### src/rtl/cla_pkg.sv
// Shared definitions for the pipelined carry-lookahead adder.
// Default geometry, stage record layout and stage-count helper.
package cla_pkg;

  localparam int CLA_WIDTH = 16;
  localparam int CLA_BLK   = 4;

  typedef struct packed {
    logic                 valid;
    logic [CLA_WIDTH-1:0] psum;
    logic [CLA_WIDTH-1:0] a;
    logic [CLA_WIDTH-1:0] b;
    logic                 carry;
  } cla_stage_t;

  function automatic int cla_nstage(input int width, input int blk);
    return width / blk;
  endfunction

endpackage

### src/rtl/cla_block.sv
// Combinational BLK-bit carry-lookahead block.
// CLA_OVF_EN adds cmsb, the carry into the block MSB.
module cla_block #(
  parameter int BLK = 4
) (
  input  logic [BLK-1:0] a,
  input  logic [BLK-1:0] b,
  input  logic           ci,
  output logic [BLK-1:0] s,
  output logic           co
`ifdef CLA_OVF_EN
  ,
  output logic           cmsb
`endif
);

  logic [BLK-1:0] g;
  logic [BLK-1:0] p;
  logic [BLK:0]   c;

  always_comb begin
    g    = a & b;
    p    = a ^ b;
    c    = '0;
    c[0] = ci;
    for (int i = 0; i < BLK; i++) begin
      c[i+1] = g[i] | (p[i] & c[i]);
    end
    s  = p ^ c[BLK-1:0];
    co = c[BLK];
  end

`ifdef CLA_OVF_EN
  assign cmsb = c[BLK-1];
`endif

endmodule

### src/rtl/pipelined_cla_adder.sv
// Streaming adder: one BLK-bit lookahead block resolved per stage.
// Define CLA_OVF_EN to add the registered signed-overflow output ovf.
module pipelined_cla_adder
  import cla_pkg::*;
#(
  parameter int WIDTH = CLA_WIDTH,
  parameter int BLK   = CLA_BLK
) (
  input  logic             clk,
  input  logic             rst,
  input  logic [WIDTH-1:0] A,
  input  logic [WIDTH-1:0] B,
  input  logic             cin,
  input  logic             in_valid,
  output logic             in_ready,
  output logic [WIDTH-1:0] sum,
  output logic             carry,
  output logic             out_valid,
  input  logic             out_ready
`ifdef CLA_OVF_EN
  ,
  output logic             ovf
`endif
);

  localparam int NSTAGE = cla_nstage(WIDTH, BLK);

  generate
    if ((WIDTH % BLK) != 0) begin : g_bad_geom
      $error("pipelined_cla_adder: WIDTH must be a multiple of BLK");
    end
  endgenerate

  typedef struct packed {
    logic             valid;
    logic [WIDTH-1:0] psum;
    logic [WIDTH-1:0] a;
    logic [WIDTH-1:0] b;
    logic             carry;
  } stage_t;

  stage_t stg_q [NSTAGE];
  stage_t stg_d [NSTAGE];

  logic [BLK-1:0] blk_s  [NSTAGE];
  logic           blk_co [NSTAGE];

  logic             advance;
  logic [WIDTH-1:0] fin_sum;
  logic             out_valid_q, out_valid_d;
  logic [WIDTH-1:0] sum_q, sum_d;
  logic             carry_q, carry_d;

`ifdef CLA_OVF_EN
  logic blk_cm [NSTAGE];
  logic ovf_q, ovf_d;
`endif

  for (genvar k = 0; k < NSTAGE; k++) begin : g_stage
    cla_block #(.BLK(BLK)) u_blk (
      .a    (stg_q[k].a[k*BLK +: BLK]),
      .b    (stg_q[k].b[k*BLK +: BLK]),
      .ci   (stg_q[k].carry),
      .s    (blk_s[k]),
      .co   (blk_co[k])
`ifdef CLA_OVF_EN
      ,
      .cmsb (blk_cm[k])
`endif
    );
  end

  // Global stall: the whole pipe moves only when the output slot frees up.
  assign advance  = !out_valid_q || out_ready;
  assign in_ready = advance;

  always_comb begin
    for (int k = 0; k < NSTAGE; k++) begin
      stg_d[k] = stg_q[k];
    end
    fin_sum = stg_q[NSTAGE-1].psum;
    fin_sum[(NSTAGE-1)*BLK +: BLK] = blk_s[NSTAGE-1];
    out_valid_d = out_valid_q;
    sum_d       = sum_q;
    carry_d     = carry_q;
`ifdef CLA_OVF_EN
    ovf_d       = ovf_q;
`endif
    if (advance) begin
      stg_d[0].valid = in_valid;
      stg_d[0].psum  = '0;
      stg_d[0].a     = A;
      stg_d[0].b     = B;
      stg_d[0].carry = cin;
      for (int k = 1; k < NSTAGE; k++) begin
        stg_d[k] = stg_q[k-1];
        stg_d[k].psum[(k-1)*BLK +: BLK] = blk_s[k-1];
        stg_d[k].carry = blk_co[k-1];
      end
      out_valid_d = stg_q[NSTAGE-1].valid;
      if (stg_q[NSTAGE-1].valid) begin
        sum_d   = fin_sum;
        carry_d = blk_co[NSTAGE-1];
`ifdef CLA_OVF_EN
        ovf_d   = blk_cm[NSTAGE-1] ^ blk_co[NSTAGE-1];
`endif
      end
    end
  end

  always_ff @(posedge clk) begin
    if (rst) begin
      for (int k = 0; k < NSTAGE; k++) begin
        stg_q[k] <= '0;
      end
      out_valid_q <= 1'b0;
      sum_q       <= '0;
      carry_q     <= 1'b0;
`ifdef CLA_OVF_EN
      ovf_q       <= 1'b0;
`endif
    end else begin
      stg_q       <= stg_d;
      out_valid_q <= out_valid_d;
      sum_q       <= sum_d;
      carry_q     <= carry_d;
`ifdef CLA_OVF_EN
      ovf_q       <= ovf_d;
`endif
    end
  end

  assign out_valid = out_valid_q;
  assign sum       = sum_q;
  assign carry     = carry_q;
`ifdef CLA_OVF_EN
  assign ovf       = ovf_q;
`endif

endmodule

### config.mk
export PLATFORM = sky130hd
export DESIGN_NAME = pipelined_cla_adder
export DESIGN_NICKNAME = d
export VERILOG_FILES = /design/src/rtl/cla_pkg.sv /design/src/rtl/cla_block.sv /design/src/rtl/pipelined_cla_adder.sv
export SDC_FILE = /design/constraint.sdc
export NUM_CORES = 1
export LEC_CHECK = 0
export ABC_AREA = 1
export BUFFER_PORTS_ARGS = -buffer_cell sky130_fd_sc_hd__buf_2
export CAP_MARGIN = 30
export CORE_MARGIN = 5
export CORE_UTILIZATION = 55
export DETAILED_ROUTE_END_ITERATION = 12
export GPL_ROUTABILITY_DRIVEN = 0
export PLACE_DENSITY = 0.76
export RECOVER_POWER = 25
export SLEW_MARGIN = 20
export SYNTH_ARGS = -nofsm -noshare
export SYNTH_HDL_FRONTEND = slang
export SYNTH_SLANG_ARGS = --single-unit
### constraint.sdc
create_clock -name clk -period 6.01 [get_ports clk]
set_input_delay 1.202 -clock clk [delete_from_list [all_inputs] [get_ports clk]]
set_output_delay 1.202 -clock clk [all_outputs]
set_load 0.05 [all_outputs]
# == Yosys cells after proc, flatten, opt, wreduce, memory -nomap -nowiden ==
# Index checks and enable logic that the tools add are counted.
# totals
wordCells,69
regBits,178
out_inout_bits,19
# op_classes
n_bitwise,44
n_reduce_logical,3
# op_table
op,count
$xor A4 B4 Y4,8
$and A1 B1 Y1,16
$and A4 B4 Y4,4
$or A1 B1 Y1,16
$reduce_and A2 Y1,1
$logic_not A1 Y1,1
$logic_or A1 B1 Y1,1

# == Logic depth before layout (Yosys ltp) ==
# logic_depth
ltp_word,9
mapped_depth,10

# == By module ==
# A second synthesis with hierarchy kept.
# hier_totals
cells_unflattened,659
area_unflattened_um2,5126.2
# modules_own_cells
mod,area_per_inst_um2,seq_area_each_um2,cells_per_inst,instances
pipelined_cla_adder,4655.7,2602.5,603,1
cla_block,117.6,0.0,14,4

# == Worst setup path after synthesis ==
# No wires, ideal clock.
# synth_timing
kind,input-to-output
from,input out_ready
to,output in_ready
arrival_ps,1689
path_buffers,2
stages,4
slack_ps,3119
path_cell_list,inv_2 > nand2_2 > buf_4 > buf_4
# synth_between
elab_chain_cells,1
# synth_rtl
element,line,text
from (decl),pipelined_cla_adder.sv:19,input logic out_ready
$logic_or A1 B1 Y1,pipelined_cla_adder.sv:74,assign advance = !out_valid_q || out_ready;
to (decl),pipelined_cla_adder.sv:15,"output logic in_ready,"
# No other way between the ends.

# == Final worst setup path ==
# Ends and elaborated chain as after synthesis.

==> results_dict.tcl <==
set metrics [dict create \
    cts_made_buffers 17 \
    ctsResizeCount 0 \
    drt_iter0_drc 228 \
    p_clk_share_pct 51.5 \
    setup_tns_ns 0 \
    arrival_ns 2.79 \
    reg2regPathDepth 5 \
    hold_path_class "flop to flop" \
    fillers 755 \
    clockRootBuffer "clkbuf_8" \
    ys_ff_latch 130 \
    clk_latency_ns 0.51 \
    leakage_nw 2.54 \
    netlist_instances 653 \
    drc 0 \
    initial_core_util_pct 55.8 \
    yosys.area.top_type "dfxtp_1" \
    cts_sinks 130 \
    synthTopCellsByArea "dfxtp_1 51%, nor2_1 18%, o21ai_0 11%" \
    portBuffers 55 \
    post_cts_buffers 0 \
    period_share_pct 66.5 \
    grt_pass1_vias 3774 \
    p_switching_mw 0.468 \
    hpwl_um 5360 \
    ys_types 15 \
    status "complete, but fails checks" \
    wire_per_inst_um 12.0 \
    placementRows 35 \
    met3_wirelength_um 486 \
    routed.top_layer "met4" \
    start_kind "primary input" \
    grt_pass1_wl_um 16900 \
    syn_nets 706 \
    areaGrowthSynthToFinish_pct 17.0 \
    hold_viol 0 \
    first_pass_iters 4 \
    fin_worst_skew_ns 0.00910 \
    grt_remaining_overflow 0 \
    p_seq_share_pct 42.2 \
    routed_wl_um 9750 \
    violations "max-capacitance violations, max-slew violations" \
    slew_viol_final 83 \
    synth_edf_count 0 \
    ant_nets 0 \
    cts_tree "done" \
    die_w_um 106 \
    synth_top_area_share_pct 50.9 \
    yosysSeqAreaShare_pct 50.9 \
    antenna_found_initial 0 \
    cp.required_ns 4.81 \
    yosys-top-cells-count "243 x nor2_1, 130 x dfxtp_1, 110 x o21ai_0" \
    endpoint_kind "output port" \
    cts_hold_buffers 0 \
    coreArea_mm2 0.00915 \
    dr_total_vias 4027 \
    setup_viol 0 \
    p_per_area_mw_per_mm2 367 \
    hold_ws_ns 0.471 \
    io-pin-count 56 \
    worstSetupPathType "primary input to output port" \
    switching_share_pct 21.3 \
    h-tree-depth 4 \
    maxCapViolCount 2 \
    ys_warn_count 0 \
    yosysMostFrequentCell "nor2_1" \
    diodes 0 \
    rsz0062_at_grt "no" \
    m1WireLength_um 4710 \
    path_clk_slew_ns 0.06 \
    met2_length_um 4460 \
    avgViaCountPerCell 4.97 \
    synth_ff_type "dfxtp_1" \
    dieHeight_um 106 \
    synth.avg_cell_area_um2 7.82 \
    min_period_ns 4.00 \
    layout-drive-gt1-share_pct 13.0 \
    syn-cell-area_mm2 0.00511 \
    internal-power_mw 1.73 \
    fmax_ghz 0.250 \
    ir_drop_mv 0.189 \
    clockBufferDepth 2 \
    reg2reg_slack_ns 2.77 \
    grt_max_degree 130 \
    min_path_cells 2 \
    max_slew_margin_pct -14.5 \
    tightest_slew_ns 1.72 \
    worst-path-max-fanout 51 \
    power_frac_comb_pct 6.3 \
    async_flop_share_pct 0 \
    die_area_mm2 0.0113 \
    grt_usage_pct 18.2 \
    nets 740 \
]
-- registers in the layout (all words and copies together) (netlist names) --
register   cells
carry          1
fin_sum       12
out_valid      1
stg_q        100
sum           16
-- cells by family after synthesis --
logic type	count (synthesis)	synth area share [%]
AO/OA/AOI/OAI	129	12.6
buffers and inverters	100	9.26
adder cells (fa/ha/maj)	16	6.27
flip-flops	130	50.9
AND/OR/NAND/NOR	278	20.9
-- placed cells by master (no fill, tap or decap), drive strengths merged --
master / instances
buf: 59
nand3: 17
clkinvlp: 2
nand2: 18
a21oi: 17
dfxtp: 130
nor2: 243
clkbuf: 20
inv: 54
fa: 16
clkinv: 5
o21ai: 112
bufinv: 6
-- through the flow --
| stage | total power [mW] | instances | area (µm²) | util, % | setup slack (ns) |
|---|---|---|---|---|---|
| finish | 2.19 | 810 | 5980 | 65.3 | 2.01 |
| global route | 2.28 | 810 | 5980 | 65.3 | 1.85 |
| CTS | 2.21 | 809 | 5960 | 65.2 | 2.77 |
| detailed placement | 1.08 | 778 | 5300 | 57.9 | 2.77 |
| global placement | 1.07 | 777 | 5290 | 57.8 | 2.79 |
| floorplan | 1.04 | 653 | 5110 | - | 3.12 |
-- power by group through the flow --
stage,logic (mW),registers [mW],clock network (mW)
6_report,0.138,0.926,1.13
3_5_place_dp,0.134,0.943,0
4_1_cts,0.138,0.926,1.15
2_1_floorplan,0.0921,0.951,0
3_3_place_gp,0.130,0.943,0
5_1_grt,0.161,0.930,1.18
-- worst max-delay path: stages --
cell and delay (ns):
buf_2 0.08, inv_1 0.03, nand2_1 1.03, buf_2 0.45
-- routing by layer --
| metal | up-vias | track usage, % |
|---|---|---|
| li1 | 2102 | - |
| met1 | 1806 | 25.0 |
| met2 | 111 | 27.5 |
| met3 | 8 | 4.80 |
| met4 | 0 | 6.66 |
| met5 | - | 0 |
-- layout make-up --
cell class / instances / area (µm²) / share of cell area (%)
clock buffer: 18 / 428 / 7.16
tap: 111 / 139 / 2.32
clock inverter: 13 / 233 / 3.89
inverter: 54 / 204 / 3.41
multi-input combinational: 423 / 2030 / 34.0
sequential: 130 / 2600 / 43.5
timing repair buffer: 61 / 340 / 5.69
-- path summary, 6_finish.rpt --
path                     end      start
hold reg to reg      sum[15]    sum[15]
setup reg to reg  stg_q[132]  out_valid
hold / removal       sum[15]    sum[15]
setup / recovery    in_ready  out_ready
Power figures use the tool's default switching activity.
